<file path="src/rtl/mux8_operand_loader.sv">
// Operand loader for the 8-bit 2:1 mux lab: three debounced push-buttons load x/y from SW and toggle s.
// All inputs are synchronized; every output is driven from registers only.
module mux8_operand_loader #(
  parameter int DEBOUNCE_CYCLES = 500000
) (
  input  logic       CLOCK_50,
  input  logic       KEY0,
  input  logic       KEY1,
  input  logic       KEY2,
  input  logic       KEY3,
  input  logic [7:0] SW,
  output logic [7:0] x,
  output logic [7:0] y,
  output logic       s,
  output logic [3:0] LEDR
);

  localparam int             CW       = $clog2(DEBOUNCE_CYCLES + 1);
  localparam logic [CW-1:0]  CNT_LAST = CW'(DEBOUNCE_CYCLES - 1);

  logic [2:0] key_meta;
  logic [2:0] key_sync;
  logic [7:0] sw_meta;
  logic [7:0] sw_sync;
  logic [2:0] press;
  logic       x_loaded;
  logic       y_loaded;

  // NOTE: sequential state uses non-blocking assignments so every flop samples pre-edge values.
  // Key synchronizers reset to the released level so reset never fakes a press.
  always_ff @(posedge CLOCK_50 or negedge KEY0) begin
    if (!KEY0) begin
      key_meta <= '1;
      key_sync <= '1;
      sw_meta  <= '0;
      sw_sync  <= '0;
    end else begin
      key_meta <= {KEY3, KEY2, KEY1};
      key_sync <= key_meta;
      sw_meta  <= SW;
      sw_sync  <= sw_meta;
    end
  end

  // Index 0 = KEY1 (load x), 1 = KEY2 (load y), 2 = KEY3 (toggle s).
  for (genvar i = 0; i < 3; i++) begin : g_debounce
    logic          stable;
    logic [CW-1:0] cnt;

    always_ff @(posedge CLOCK_50 or negedge KEY0) begin
      if (!KEY0) begin
        stable <= 1'b1;
        cnt    <= '0;
      end else if (key_sync[i] == stable) begin
        cnt    <= '0;
      end else if (cnt == CNT_LAST) begin
        stable <= key_sync[i];
        cnt    <= '0;
      end else begin
        cnt    <= cnt + CW'(1);
      end
    end

    // The press fires on the very edge where stable falls 1->0, so the action lands on that edge too.
    assign press[i] = stable & ~key_sync[i] & (cnt == CNT_LAST);
  end

  always_ff @(posedge CLOCK_50 or negedge KEY0) begin
    if (!KEY0) begin
      x        <= '0;
      y        <= '0;
      s        <= 1'b0;
      x_loaded <= 1'b0;
      y_loaded <= 1'b0;
    end else begin
      if (press[0]) begin
        x        <= sw_sync;
        x_loaded <= 1'b1;
      end
      if (press[1]) begin
        y        <= sw_sync;
        y_loaded <= 1'b1;
      end
      if (press[2]) s <= ~s;
    end
  end

  assign LEDR = {x_loaded & y_loaded, s, y_loaded, x_loaded};

endmodule

</file>
<file path="config.mk">
export PLATFORM = sky130hd
export DESIGN_NAME = mux8_operand_loader
export DESIGN_NICKNAME = d
export VERILOG_FILES = /design/src/rtl/mux8_operand_loader.sv
export SDC_FILE = /design/constraint.sdc
export NUM_CORES = 1
export LEC_CHECK = 0
export CORE_ASPECT_RATIO = 0.7
export CORE_MARGIN = 4
export CORE_UTILIZATION = 33
export DETAILED_ROUTE_END_ITERATION = 12
export HOLD_SLACK_MARGIN = 0.06
export PLACE_DENSITY = 0.48
export SETUP_SLACK_MARGIN = 0.3
export SLEW_MARGIN = 20
export SYNTH_ARGS = -nofsm -noshare
export SYNTH_HDL_FRONTEND = slang
export SYNTH_SLANG_ARGS = --single-unit
</file>
<file path="constraint.sdc">
create_clock -name CLOCK_50 -period 5.5 [get_ports CLOCK_50]
set_clock_uncertainty 0.05 [all_clocks]
set_input_delay 1.1 -clock CLOCK_50 [delete_from_list [all_inputs] [get_ports CLOCK_50]]
set_output_delay 1.1 -clock CLOCK_50 [all_outputs]
set_load 0.03 [all_outputs]
</file>
==> metrics <==
hold slack=299 ps; DRT Pass-1 Iters=4; starting density of the core=33.6%; Yosys top cell area share=52.2%; CTS Sinks=101; P_leak=2.12 nW; FF-to-FF setup slack=3150 ps; CTS max path bufs=2; Layout Utilization=39.5%; Critical R2R Capture=g_debounce[2].cnt[6]; WL final=8100 um; worst min path class=register to register; largest net degree at the start of global routing=59; final setup fails=0; uppermost layer routed=met4; Rel. slew slack=52.0%; measured slew at the worst slew-check pin=719 ps; GRT Resource Usage Total=11.5%; die width=146 um; Post-Syn Nets=400; synth unique cells=42; HP Start=key_meta[1]; depth of the CTS H-tree=3; Die Y=105 um; Final Hold Vio Count=0; peak supply drop=0.164 mV; Final Non-Filler Cells=586; startpoint types=register; met2 routed WL=3310 um; Design Area, Final=5190 um^2; Synth Instances=381; DRT iter0 DRCs=126; critical path arrival=1490 ps; Post-CTS Hold Fix Bufs=0; outcome=finished, final reports clean; worst r2r path cells=4; post-DR wirelength/cell=13.8 um; DIE AREA=15300 um^2; CTS buffer count=9; Pins Over Slew Limit=0; I/O pins=34; gr ovfl total=0; sequential share of the synthesized area=57.5%; post-CTS setup buffer count=0; wl on met1=4380 um; leading area contributor after synthesis=dfrtp_1; WL met3=329 um; max_cap viols=0; Post-CTS Resized=0; worst r2r src=g_debounce[2].cnt[12]; antenna violations before repair=0; clk_lat worst skew=350 ps; final cycle utilization of the critical path=48.1%; WHS Endpoint=key_sync[1]; layout cells sized above 1=16.0%; crit path max fanout=3; Syn Area/Cell=11.6 um^2; Synth Warn #=0; cell area after synthesis=4410 um^2; post-route setup TNS=0 ps; vias per inst=4.80; first-pass GRT wire length=14400 um; Post-synth EDFFs=0; CP Class=register to output pin; number of instances in the placed design=570; HPWL after DPL=5630 um; CTS tree=yes; cell row count=35; Worst Path Required=4350 ps; Yosys reg bits=101; commonest cells in the synthesized netlist=dfrtp_1 (92), nor2_1 (47), xnor2_1 (28); Final #Nets=434; Inserted Diodes=0; asr flop ratio synth=100%; worst setup margin=2860 ps; Placed Area=4880 um^2; number of global-route vias before repair=2857; unrepaired setup endpoints after global routing=false; Worst setup EP type=output pin; CTS root buf=clkbuf_16; pre-CTS setup slack=3080 ps; RePlAce Congestion=0.762; total core area=13100 um^2; Clock transition at path regs=70 ps; ranking of synthesized cells by area=dfrtp_1 (52%), xnor2_1 (5.6%), dfstp_2 (5.4%); top-count cell post-synth=dfrtp_1; Post-synth top flop=dfrtp_1; # port buffers=33; # DRC=0; Design Power=1.45 mW; ANT nets after route=0; pwr/cell area=280 nW/um^2; crit path time final=2640 ps; Max Fclk=378 MHz; vias post-DR=2813; Area Overhead vs Synth=17.6%; hold depth=0
==> layout by cell type, fill, tap and decap left out, drive strengths merged, types with 3 or more instances in the layout <==
cell | netlist | routed
dfrtp | 92 | 92
nor2 | 58 | 58
clkdlybuf4s50 | 0 | 32
xnor2 | 28 | 28
nand3 | 21 | 21
nand4 | 21 | 21
mux2 | 19 | 19
inv | 12 | 17
xor2 | 15 | 15
nand2 | 13 | 13
nor4 | 13 | 13
nor3 | 9 | 9
clkbuf | 1 | 9
dfstp | 9 | 9
a21oi | 8 | 8
ha | 6 | 6
or4 | 6 | 6
or3 | 5 | 5
o21ai | 4 | 4
and4 | 4 | 4
and3 | 4 | 4
or4b | 4 | 4
or2 | 3 | 3
==> critical path: stages, from the launching register on <==
cell	delay [ps]
dfrtp_1	370
and2_1	120
clkdlybuf4s50_1	660
==> power breakdown <==
part / switching [mW] / leakage, nW / internal, mW
clock: 0.315 / 0.152 / 0.329
combinational: 0.0283 / 0.637 / 0.0155
sequential: 0.00869 / 1.34 / 0.757
total: 0.352 / 2.12 / 1.10
==> sequential cells by signal, indices dropped and copies added (netlist names) <==
register	count
g_debounce.cnt	57
sw_meta	8
sw_sync	8
x	8
y	8
g_debounce.stable	3
key_meta	3
key_sync	3
s	1
x_loaded	1
y_loaded	1
==> area by class of cell <==
cell class / count / area [um^2]
Clock buffer: 9 / 225
Clock inverter: 7 / 83.8
Fill cell: 1267 / 7950
Inverter: 12 / 45.0
Multi-Input combinational cell: 257 / 1750
Sequential cell: 101 / 2540
Tap cell: 166 / 208
Timing Repair Buffer: 34 / 335
==> how the worst max path moves through the flow <==
stage	startpoint	to	slack (ps)	cells past startpoint
2_1_floorplan	g_debounce[2].cnt[5]	g_debounce[2].stable	3400	5
3_3_place_gp	KEY0	g_debounce[0].cnt[9]	3070	2
3_5_place_dp	KEY0	g_debounce[0].cnt[9]	3080	2
4_1_cts	x_loaded	LEDR[3]	2830	2
5_1_grt	x_loaded	LEDR[3]	2780	2
6_report	y_loaded	LEDR[3]	2860	2
==> layer usage <==
layer,global-route usage [%],vias to the layer above
met3,3.77,8
met1,17.6,1360
met2,15.3,37
met5,0,-
met4,3.42,0
li1,-,1408
==> cell families after synthesis <==
group	synth area share, %
buffers and inverters	2.81
AND/OR/NAND/NOR	21.5
XOR/XNOR	8.53
AO/OA/AOI/OAI	2.89
multiplexers	5.08
adder cells (fa/ha/maj)	1.70
flip-flops	57.5
Power figures use the tool's default switching activity.
